### src/rtl/cdb_arbiter.sv
// ---------------------------------------------------------------------------
// cdb_arbiter
//
// Shares two common-data-bus broadcast channels among four result producers
// (bit0 = ALU ex1, bit1 = ALU ex2, bit2 = load/store, bit3 = branch/misc).
// Each producer owns a small circular FIFO. A round-robin scheduler pops up
// to two distinct non-empty queues per cycle onto registered bus outputs.
//
// Optional feature: define CDB_STATS_EN to build the grant and stall
// counters. Without it, stat_grants and stat_stalls are tied to 0.
//
// Ports:
//   clk, rst        clock; synchronous active-high reset
//   rdy             global ready; low freezes queues, pointers and buses
//   rollback_flag   misprediction flush; clears queues, drops inputs
//   req_valid[4]    per-producer result valid
//   req_ready[4]    per-producer queue can accept this cycle
//   req_rob_id      packed tags, producer k at [k*ROB_ID_W +: ROB_ID_W]
//   req_result      packed results, producer k at [k*DATA_W +: DATA_W]
//   cdb0_*, cdb1_*  registered broadcast valid / tag / result per bus
//   stat_grants     running count of broadcasts issued
//   stat_stalls     cycles where a valid producer was refused while rdy high
// ---------------------------------------------------------------------------
module cdb_arbiter #(
  parameter int DATA_W   = 32,
  parameter int ROB_ID_W = 4,
  parameter int QDEPTH   = 2
) (
  input  logic                  clk,
  input  logic                  rst,
  input  logic                  rdy,
  input  logic                  rollback_flag,
  input  logic [3:0]            req_valid,
  output logic [3:0]            req_ready,
  input  logic [4*ROB_ID_W-1:0] req_rob_id,
  input  logic [4*DATA_W-1:0]   req_result,
  output logic                  cdb0_valid,
  output logic [ROB_ID_W-1:0]   cdb0_rob_id,
  output logic [DATA_W-1:0]     cdb0_result,
  output logic                  cdb1_valid,
  output logic [ROB_ID_W-1:0]   cdb1_rob_id,
  output logic [DATA_W-1:0]     cdb1_result,
  output logic [31:0]           stat_grants,
  output logic [31:0]           stat_stalls
);

  localparam int NPROD   = 4;
  localparam int PTR_W   = (QDEPTH > 1) ? $clog2(QDEPTH) : 1;
  localparam int CNT_W   = $clog2(QDEPTH + 1);
  localparam int ENTRY_W = ROB_ID_W + DATA_W;

  // Queue state; an entry is {tag, result}.
  logic [ENTRY_W-1:0] mem        [NPROD][QDEPTH];
  logic [PTR_W-1:0]   head       [NPROD];
  logic [PTR_W-1:0]   tail       [NPROD];
  logic [CNT_W-1:0]   count      [NPROD];
  logic [ENTRY_W-1:0] head_entry [NPROD];

  logic [3:0] nonempty;
  logic [3:0] push;
  logic [3:0] pop;
  logic       run;

  logic [1:0] rr_ptr;
  logic       g0_found;
  logic       g1_found;
  logic [1:0] g0_idx;
  logic [1:0] g1_idx;
  logic [1:0] scan_idx;

  // Normal operation only when ready and not flushing.
  assign run = rdy & ~rollback_flag;

  // Ready comes from the registered count only, never from this cycle's pop,
  // so there is no combinational path from req_valid back to req_ready.
  always_comb begin
    // NOTE: every combinational output gets a default first so no path can leave it unassigned and infer a latch.
    req_ready  = '0;
    nonempty   = '0;
    push       = '0;
    head_entry = '{default: '0};
    for (int k = 0; k < NPROD; k++) begin
      req_ready[k]  = (count[k] < CNT_W'(QDEPTH)) && run;
      nonempty[k]   = (count[k] != '0);
      head_entry[k] = mem[k][head[k]];
      // Tag 0 means "no dependency": accept the handshake, store nothing.
      push[k] = req_valid[k] && req_ready[k] &&
                (req_rob_id[k*ROB_ID_W +: ROB_ID_W] != '0);
    end
  end

  // Round-robin scan starting at rr_ptr: first hit to bus 0, second to bus 1.
  always_comb begin
    // NOTE: blocking assignments here model ordered combinational evaluation; registers below use <= exclusively.
    g0_found = 1'b0;
    g1_found = 1'b0;
    g0_idx   = '0;
    g1_idx   = '0;
    scan_idx = '0;
    pop      = '0;
    for (int i = 0; i < NPROD; i++) begin
      scan_idx = rr_ptr + 2'(i);
      if (nonempty[scan_idx]) begin
        if (!g0_found) begin
          g0_found = 1'b1;
          g0_idx   = scan_idx;
        end else if (!g1_found) begin
          g1_found = 1'b1;
          g1_idx   = scan_idx;
        end
      end
    end
    if (run) begin
      if (g0_found) pop[g0_idx] = 1'b1;
      if (g1_found) pop[g1_idx] = 1'b1;
    end
  end

  // Queue pointers and occupancy. push/pop are already gated by run.
  always_ff @(posedge clk) begin
    if (rst || rollback_flag) begin
      for (int k = 0; k < NPROD; k++) begin
        head[k]  <= '0;
        tail[k]  <= '0;
        count[k] <= '0;
      end
    end else begin
      for (int k = 0; k < NPROD; k++) begin
        if (push[k]) tail[k] <= tail[k] + 1'b1;
        if (pop[k])  head[k] <= head[k] + 1'b1;
        case ({push[k], pop[k]})
          2'b10:   count[k] <= count[k] + 1'b1;
          2'b01:   count[k] <= count[k] - 1'b1;
          default: ;
        endcase
      end
    end
  end

  // NOTE: queue storage is deliberately not reset; count gates every read, so stale slots are never observed.
  always_ff @(posedge clk) begin
    for (int k = 0; k < NPROD; k++) begin
      if (push[k]) begin
        mem[k][tail[k]] <= {req_rob_id[k*ROB_ID_W +: ROB_ID_W],
                            req_result[k*DATA_W +: DATA_W]};
      end
    end
  end

  // Registered buses. Valids pulse once per grant; tag/result hold until the
  // next grant on the same bus.
  always_ff @(posedge clk) begin
    if (rst) begin
      cdb0_valid  <= 1'b0;
      cdb0_rob_id <= '0;
      cdb0_result <= '0;
      cdb1_valid  <= 1'b0;
      cdb1_rob_id <= '0;
      cdb1_result <= '0;
      rr_ptr      <= '0;
    end else if (rollback_flag) begin
      cdb0_valid <= 1'b0;
      cdb1_valid <= 1'b0;
      rr_ptr     <= '0;
    end else if (!rdy) begin
      cdb0_valid <= 1'b0;
      cdb1_valid <= 1'b0;
    end else begin
      cdb0_valid <= g0_found;
      cdb1_valid <= g1_found;
      if (g0_found) {cdb0_rob_id, cdb0_result} <= head_entry[g0_idx];
      if (g1_found) {cdb1_rob_id, cdb1_result} <= head_entry[g1_idx];
      // g1 implies g0, so g0_found covers "any grant".
      if (g0_found) rr_ptr <= (g1_found ? g1_idx : g0_idx) + 2'd1;
    end
  end

`ifdef CDB_STATS_EN
  logic [1:0] grant_cnt;

  assign grant_cnt = run ? ({1'b0, g0_found} + {1'b0, g1_found}) : 2'd0;

  // Cleared by rst only; a rollback leaves the history intact.
  always_ff @(posedge clk) begin
    if (rst) begin
      stat_grants <= '0;
      stat_stalls <= '0;
    end else begin
      stat_grants <= stat_grants + 32'(grant_cnt);
      if (rdy && |(req_valid & ~req_ready)) stat_stalls <= stat_stalls + 32'd1;
    end
  end
`else
  assign stat_grants = '0;
  assign stat_stalls = '0;
`endif

endmodule

### config.mk
export PLATFORM = sky130hd
export DESIGN_NAME = cdb_arbiter
export DESIGN_NICKNAME = d
export VERILOG_FILES = /design/src/rtl/cdb_arbiter.sv
export SDC_FILE = /design/constraint.sdc
export NUM_CORES = 1
export LEC_CHECK = 0
export CAP_MARGIN = 20
export CELL_PAD_IN_SITES_DETAIL_PLACEMENT = 0
export CELL_PAD_IN_SITES_GLOBAL_PLACEMENT = 1
export CORE_MARGIN = 3
export CORE_UTILIZATION = 43
export DETAILED_ROUTE_END_ITERATION = 8
export GPL_ROUTABILITY_DRIVEN = 0
export PLACE_DENSITY_LB_ADDON = 0.1
export SKIP_CTS_REPAIR_TIMING = 1
export SLEW_MARGIN = 25
export SYNTH_ARGS = -nofsm -noshare
export SYNTH_HDL_FRONTEND = slang
export SYNTH_SLANG_ARGS = --single-unit
### constraint.sdc
create_clock -name clk -period 4.5 [get_ports clk]
set_clock_uncertainty 0.2 [all_clocks]
set_input_delay 0.675 -clock clk [delete_from_list [all_inputs] [get_ports clk]]
set_output_delay 0.675 -clock clk [all_outputs]
set_load 0.005 [all_outputs]
==> reports/qor.csv <==
metric,value,unit
Internal,6.82,mW
Worst Path Arrival,4.14,ns
Worst setup EP type,register,
die span in y,208,µm
via count,12196,
met2 WL,24400,µm
max layer used,met5,
CTS Buf Count,41,
Mapped Cells,1389,
Worst Tran Pin Value,1.06,ns
WL met1,22700,µm
die area,43300,µm²
ANT nets after route,0,
nets@finish,1743,
DR vias/cell,5.68,
peak per-stage delay on the critical path,0.59,ns
"FFs w/ async S/R, synth",0,
status,finished clean,
Power Dens Cells,451,nW/µm²
Slew Limit Fails,0,
Logic pwr share,0.235,
Worst-Skew Late Latency,0.56,ns
synthesis-to-layout area growth,22.5,%
register area share after synthesis,0.606,
post-synth cell types,73,
Max clock buf depth,3,
Final Hold Viols,0,
dpl hpwl,34000,µm
Final Util,0.537,
Synth Register Bits,380,
Lkg Pwr,7.57,nW
pre-CTS setup slack,0.721,ns
largest net degree at the start of global routing,55,
I/O pin count,294,
vias in the first global route,12070,
min Tclk post-route,3.87,ns
1st-iter DRT viols,997,
class of the worst hold path,register to register,
final non-filler cell total,2147,
root buffer cell,clkbuf_16,
"commonest non-fill, non-tap cells in the layout","304 x edfxtp_1, 259 x mux2i_1, 229 x clkdlybuf4s50_1",
"slowest stage cell, crit path",edfxtp_1,
total negative setup slack,0,ns
Num Clock Sinks,380,
initial antenna violation count,5,
layout cells sized above 1,0.0833,
Seq pwr share,0.416,
Main synth FF type,edfxtp_1,
Global Route Usage Sum,0.235,
Syn Area/Cell,12.7,µm²
final hold slack,0.313,ns
NetSw,2.90,mW
Die W,208,µm
unrepaired setup endpoints after global routing,false,
Filler Cell Count,3418,
WL per Instance,24.3,µm
WL met3,3180,µm
Netlist Area Pre-Place,17600,µm²
worst path cell trace,nor2_1 > buf_4 > mux4_2 > inv_1 > ha_1 > inv_1 > nand2_1 > o32ai_1 > nor2_4 > nand2_2 > buf_4 > a21oi_1 > a31oi_1,
Post-Route WL,52200,µm
"Data required, critical path",4.77,ns
maxcap violations,0,
critical path buffer and inverter count,4,
Peak VDD IR,0.000281,V
placed cells,2070,
"commonest non-fill, non-tap cell in the layout",edfxtp_1,
buffers added on ports,229,
Post-synth EDFFs,304,
WS Path Type,register to register,
Clock power frac,0.349,
Row Count,73,
first-pass GRT wire length,77200,µm
core area,40100,µm²
H-tree depth,2,
Remaining DRCs,0,
"CP delay by family, top",buffers and inverters,
Initial Util,0.438,
maximum clock rate,258,MHz
switching share of power,0.298,
TritonRoute pass-1 iters,7,
Syn. warnings,0,
period utilisation layout,0.860,
Worst slew margin,0.295,
"Reg clk slew, reported paths",0.06,ns
CTS tree,yes,
Final setup viols,0,
setup ws final,0.629,ns
crit path max fanout,22,
GRT overflow,0,
crit path launch type,register,
==> synth_stat cells (4+ instances only) <==
master    instances  area [µm²]
nor4_1           40         250
or2_1             4        25.0
edfxtp_1        304        9130
mux2i_1         259        2590
a211oi_1          4        30.0
nand2b_1          4        25.0
and2_1            7        43.8
dfxtp_1          76        1520
buf_4            66         495
and3_1            8        50.1
a31oi_1          36         225
buf_12            4        80.1
o211ai_1          6        45.0
buf_1             4        15.0
or3_1             5        31.3
clkbuf_1         69         259
buf_6             8        90.1
nand2_1          23        86.3
o21ai_0          74         370
nor2_1           55         206
inv_1             7        26.3
or4_1             5        37.5
o21ai_1          13        65.1
buf_2            26         130
nand3_1          85         425
a21oi_1         116         581
nor3_1           17        85.1
nand4_1           4        25.0
==> logic make-up after synthesis <==
group | Yosys count | synth area share
flip-flops | 380 | 0.606
AO/OA/AOI/OAI | 283 | 0.0953
AND/OR/NAND/NOR | 270 | 0.0797
multiplexers | 264 | 0.152
buffers and inverters | 186 | 0.0634
adder cells (fa/ha/maj) | 3 | 0.00214
XOR/XNOR | 2 | 0.000997
other | 1 | 0.000213
==> cell type report <==
type / count / area [µm²] / share of cell area
repair buffers: 271 / 2730 / 0.127
diodes: 2 / 5.00 / 0.000232
clock inverters: 21 / 235 / 0.0109
inverters: 8 / 30.0 / 0.00139
flip-flops and latches: 380 / 10700 / 0.495
clock buffers: 54 / 1090 / 0.0509
multi-input cells: 886 / 6130 / 0.285
well taps: 525 / 657 / 0.0305
==> tightest hold or removal path, cell delays in order (launching register included) <==
cell and delay, ns:
dfxtp_1 0.31, a21oi_1 0.12, a31oi_1 0.04
==> metal layers <==
metal / track usage / up-vias
li1: - / 5577
met1: 0.319 / 6021
met2: 0.379 / 496
met3: 0.0404 / 96
met4: 0.0930 / 6
met5: 0 / -
==> power by group through the flow <==
stage | clock (mW) | combinational (mW) | sequential (mW)
floorplan | 0 | 1.54 | 4.06
global placement | 0 | 2.25 | 4.12
detailed placement | 0 | 2.26 | 4.12
CTS | 3.45 | 2.27 | 4.04
global route | 3.59 | 2.45 | 4.06
finish | 3.39 | 2.29 | 4.04
==> registers in the layout, indices dropped and copies added (netlist names) <==
name,count
cdb0_valid,1
cdb1_result,32
mem,288
cdb1_rob_id,4
count,8
tail,4
rr_ptr,2
cdb0_result,32
cdb0_rob_id,4
head,4
cdb1_valid,1
==> final timing paths <==
check | startpoint | to | slack, ns | cells after the start
setup / recovery | count[1][0] | cdb0_result[19] | 0.63 | 13
setup reg to reg | count[1][0] | cdb0_result[19] | 0.63 | 13
hold reg to reg | cdb0_result[16] | cdb0_result[16] | 0.31 | 2
hold / removal | cdb0_result[16] | cdb0_result[16] | 0.31 | 2
==> metrics by stage <==
stage | instance area (µm²) | power, mW
after global placement | 20200 | 6.37
after floorplan | 17800 | 5.60
after detailed placement | 20200 | 6.37
final | 21500 | 9.72
after global routing | 21500 | 10.1
after CTS | 21500 | 9.76
Power figures use the tool's default switching activity.
==> edit 1: new RTL, config.mk and constraints unchanged <==
Add a define of `CDB_STATS_EN`.
--- a/src/rtl/cdb_arbiter.sv
+++ b/src/rtl/cdb_arbiter.sv
@@ -21,6 +21,8 @@
 //   stat_grants     running count of broadcasts issued
 //   stat_stalls     cycles where a valid producer was refused while rdy high
 // ---------------------------------------------------------------------------
+`define CDB_STATS_EN
+
 module cdb_arbiter #(
   parameter int DATA_W   = 32,
   parameter int ROB_ID_W = 4,
Function: changed (Yosys sat finds a counterexample within 4 cycles, from zero or initial values and one cycle with rst high).
==> edit 1 against the original RTL <==
Worst setup slack got worse by 130 ps; core utilization increased by 1.8 points; synthesized area increased by 14%; total power is 19% higher; routed wire length rose by 21%; sequential share of layout area is 2.4 points lower; cell count rose by 20%; sequential cell count rose by 64; design area is 18% higher; first-iteration DRC count is 39% higher.
==> edit 1: results (changes against the original RTL) <==
Status
  – Status: complete, no violations (unchanged)

Route
  – 1st-pass router iterations: 6 (was 7)
  – DRT iter0 DRCs: 1,389 (was 997)
  – Via/cell ratio: 5.90 (was 5.68)
  – WL/cell: 24.6 um (was 24.3 um)
  – Via count: 15,201 (was 12,196)

Yosys
  – Cell variety after synth: 71 (was 73)
  – Synth Instances: 1,661 (was 1,389)
  – Number of synthesized flops with an enable pin: 304 (unchanged)
  – Synth warn: 0 (unchanged)
  – Post-Syn Nets: 1,821
  – Top post-synthesis cells by area: edfxtp_1, dfxtp_1, mux2i_1 (was edfxtp_1, mux2i_1, dfxtp_1)
  – Register area share after synthesis: 59.6% (was 60.6%)
  – Post-synth ARST share: 0% (unchanged)
  – Top post-synthesis cells by count: edfxtp_1, nor2_1, mux2i_1 (was edfxtp_1, mux2i_1, a21oi_1)
  – Post-synth top flop: edfxtp_1 (unchanged)

Layout
  – Multi-input gates: 1,068 (was 886)
  – ClkCell Share: 6.22% (was 6.18%)
  – Buffers excl. clock: 359 (was 271)
  – Register Area: 0.0119 mm2 (was 0.0107 mm2)
  – Multi-input gate share of the layout cell area: 29.7% (was 28.5%)
  – Inverters: 14 (was 8)
  – Diode count: 2 (unchanged)
  – Data-path buffer share of cell area in the final layout: 13.8% (was 12.7%)
  – Number of fill cells in the layout: 3,889 (was 3,418)
  – Top cell category: registers (unchanged)
  – Max reg flops: 288 (unchanged)
  – Clkbuf count: 77 (was 54)
  – Layout cell share with drive strength beyond 1: 11.4% (was 8.33%)
  – Fin nets: 2,096 (was 1,743)

CTS
  – H-tree Lvls: 2 (unchanged)
  – CTS root buf: clkbuf_16 (unchanged)
  – Skew-Pair Late Insertion Delay: 600 ps (was 560 ps)
  – CTS max path bufs: 3 (unchanged)
  – Clock transition at path regs: 60 ps (about the same)
  – # clock sinks: 444 (was 380)
  – Clock buffer count from CTS: 49 (was 41)

Placed design
  – Buffers on Ports: 293 (was 229)
  – Placed insts: 2,485 (was 2,070)
  – HPWL after DPL: 41,500 um (was 34,000 um)

Setup path
  – Worst Path Arrival: 4250 ps (was 4140 ps)
  – Crit Path Max Fanout: 7 (was 22)
  – Reg2reg path depth: 16 (was 13)

Power and ir drop
  – Leak: 8.65 nW (was 7.57 nW)
  – PwrDens: 457 mW/mm2 (was 451 mW/mm2)
  – VDD IR max: 0.342 mV (was 0.281 mV)

Global route
  – Global-route wire length before repair: 93,700 um (was 77,200 um)
  – Initial antenna violation count: 4 (was 5)
  – Largest net degree at the start of global routing: 67 (was 55)
  – GRT Total Usage: 24.8% (was 23.5%)

Min path
  – Worst hold path type: flop to flop (unchanged)
  – WHS Path Cells: 2 (unchanged)

STA
  – Slew @ Worst Pin: 863 ps (was 1060 ps)
## edit 1: layer usage
layer	track usage, %	vias to the layer above	wire, um
met5	0	-	26
met4	9.45	4	2250
met3	4.71	154	5140
met2	40.2	721	29500
met1	33.3	7429	26400
li1	-	6893	-
## edit 1: power breakdown
group	switching (mW)	internal [mW]	total, mW
Sequential	0.112	4.53	4.64
Combinational	1.85	1.16	3.01
Clock	1.63	2.30	3.93
Total	3.59	7.99	11.6
## edit 1: stage by stage
stage	area (um2)	setup slack [ps]	util, %
final	25400	494	55.5
after global routing	25400	152	55.5
after floorplan	20000	674	-
after CTS	25400	465	55.5
after detailed placement	23800	499	52.1
after global placement	23800	476	52.0
## edit 1: critical path: stages (launching register included)
cell and delay, ps:
edfxtp_1 530, or2_1 370, nor3_1 250, buf_4 190
a21oi_1 60, ha_1 280, and2_1 120, ha_1 160
inv_1 50, fa_1 390, nor2b_1 200, nor2b_1 340
nand3_1 190, nor3_1 220, nand2_1 100, xor2_1 140
nor2_1 50
## edit 1: worst paths after layout
| check | from | end | slack (ps) |
|---|---|---|---|
| worst max-delay path | count[1][0] | stat_grants[30] | 490 |
| worst min-delay path | cdb0_result[3] | cdb0_result[3] | 280 |
| worst max register to register | count[1][0] | stat_grants[30] | 490 |
| worst min register to register | cdb0_result[3] | cdb0_result[3] | 280 |
## edit 1: logic make-up (layout without fill, tap and decap cells)
logic type               after synthesis  in the layout  synth area share [%]
multiplexers                         191            191                  9.85
AO/OA/AOI/OAI                        281            281                  11.3
adder cells (fa/ha/maj)                8              8                 0.537
AND/OR/NAND/NOR                      528            528                  12.8
XOR/XNOR                              60             60                  2.62
flip-flops                           444            444                  59.6
buffers and inverters                149            464                  3.34
other                                  0              2                     0
==> edit 2: new RTL, same flow settings <==
Without the edit above. `QDEPTH`: 2 -> 8.
--- a/src/rtl/cdb_arbiter.sv
+++ b/src/rtl/cdb_arbiter.sv
@@ -24,7 +24,7 @@
 module cdb_arbiter #(
   parameter int DATA_W   = 32,
   parameter int ROB_ID_W = 4,
-  parameter int QDEPTH   = 2
+  parameter int QDEPTH   = 8
 ) (
   input  logic                  clk,
   input  logic                  rst,
Function: not settled (the Yosys comparison gave no result); the edit may change what the design does.
==> edit 2 against the original RTL <==
Clock power grew to 3.2 times the old value; maximum frequency is 11% lower; sequential share of layout area is 12 points higher; total power grew to 3.8 times the old value; worst setup slack worse by 490 ps; synthesized area grew to 2.9 times the old value; design area grew to 2.8 times the old value; sequential cell count is 888 higher; routed wire length grew to 2.6 times the old value; critical path depth is 9 higher; non-clock buffer count is 80 higher; combinational power grew to 5.4 times the old value; first-iteration DRC count grew to 2.6 times the old value; critical endpoint is now count[0][3]; largest cell class unchanged; largest power group unchanged.
==> edit 2: results (changes against the original RTL) <==
Status
  – Status: complete, no violations (unchanged)

Min path
  – Worst-case hold path end point: cdb1_result[13] (was cdb0_result[16])
  – Worst hold path type: primary input to flop (was flop to flop)
  – Hold_sp: rst (was cdb0_result[16])

Route
  – 1st-pass router iterations: 8 (was 7)
  – DRT iter0 DRCs: 2,591 (was 997)
  – Routed wl met2: 64,100 um (was 24,400 um)
  – Via count: 26,800 (was 12,196)
  – Routed WL: 134,000 um (was 52,200 um)
  – WL met3: 7720 um (was 3180 um)
  – Metal-1 WL: 58,200 um (was 22,700 um)

Layout
  – Multi-input gate share of the layout cell area: 22.3% (was 28.5%)
  – Max reg flops: 1,152 (was 288)
  – Register Area: 0.0373 mm2 (was 0.0107 mm2)
  – Inverters: 11 (was 8)
  – Fin nets: 3,274 (was 1,743)
  – ClkCell Share: 7.24% (was 6.18%)
  – Final Non-Filler Cells: 4,820 (was 2,147)
  – Layout cell share with drive strength beyond 1: 23.7% (was 8.33%)
  – Data-path buffer share of cell area in the final layout: 6.07% (was 12.7%)
  – Diode count: 5 (was 2)
  – Seq cells: 1,268 (was 380)
  – Number of fill cells in the layout: 9,478 (was 3,418)
  – Clkbuf count: 182 (was 54)

Placed design
  – DP Worst Slack: 77.3 ps (was 721 ps)
  – HPWL after DPL: 83,300 um (was 34,000 um)
  – Dpl cell area: 0.0566 mm2 (was 0.0202 mm2)

Die
  – Horiz. Die Dim: 352 um (was 208 um)

Yosys
  – Register area share after synthesis: 72.6% (was 60.6%)
  – Top post-synthesis cells by count: edfxtp_1, mux4_2, nor2_1 (was edfxtp_1, mux2i_1, a21oi_1)
  – Mux contribution to synthesized area: 16.4% (was 15.2%)
  – Synth Area in Compound Gates: 2.96% (was 9.53%)
  – Avg Inst Size Synth: 18.5 um2 (was 12.7 um2)
  – Post-synthesis adder-cell area fraction: 0.511% (was 0.214%)
  – Cell variety after synth: 68 (was 73)
  – XOR/XNOR share of the synthesized area: 0.273% (was 0.0997%)

Setup path
  – Crit-path leading delay family: compound AO/OA/AOI/OAI gates (was buffers and inverters)
  – Worst Path Arrival: 4620 ps (was 4140 ps)
  – R2R setup slack: 140 ps (was 630 ps)
  – Reg2reg path depth: 22 (was 13)
  – Crit Path Max Fanout: 4 (was 22)
  – Worst Setup SP: count[3][0] (was count[1][0])

Power and ir drop
  – Leak: 19.6 nW (was 7.57 nW)
  – VDD IR max: 0.830 mV (was 0.281 mV)

Global route
  – M2 GR Usage: 34.8% (was 37.9%)
  – Initial antenna violation count: 11 (was 5)
  – Largest net degree at the start of global routing: 76 (was 55)
  – Met3 Use GR: 4.13% (was 4.04%)
  – GRT Total Usage: 21.8% (was 23.5%)
  – GR Util met1: 30.8% (was 31.9%)

STA
  – Min Clock Period, post-route: 4360 ps (was 3870 ps)
  – Fin Hold WS: 243 ps (was 313 ps)
  – Slew @ Worst Pin: 971 ps (was 1060 ps)

CTS
  – H-tree Lvls: 4 (was 2)
  – Skew-Pair Late Insertion Delay: 740 ps (was 560 ps)
## edit 2: cell types whose count changed after synthesis, moves of 75 or more
cell,unedited run,this run
nor2_1,55,229
mux4_2,2,289
mux2i_1,259,113
nand2_1,23,105
edfxtp_1,304,1192
nand3_1,85,10
## edit 2: stage by stage
step                      util (%)  setup TNS [ps]
after CTS                     51.5               0
after global placement        47.8               0
after global routing          51.6            -297
after floorplan                  -         -177370
after detailed placement      47.8               0
final                         51.6               0
## edit 2: where the power goes
group	switching [mW]	internal [mW]	leakage (nW)	total, mW
sequential	0.456	13.3	11.4	13.7
clock	4.60	6.39	2.16	11.0
combinational	7.32	5.12	6.04	12.4
total	12.4	24.8	19.6	37.2
## edit 2: logic make-up (layout without fill, tap and decap cells)
logic type / after synthesis / after routing
other cells: 1 / 69
simple gates: 537 / 537
fa+ha+maj: 20 / 20
xor+xnor: 16 / 16
flops: 1268 / 1268
compound gates: 221 / 221
buf+inv: 242 / 615
mux: 474 / 474
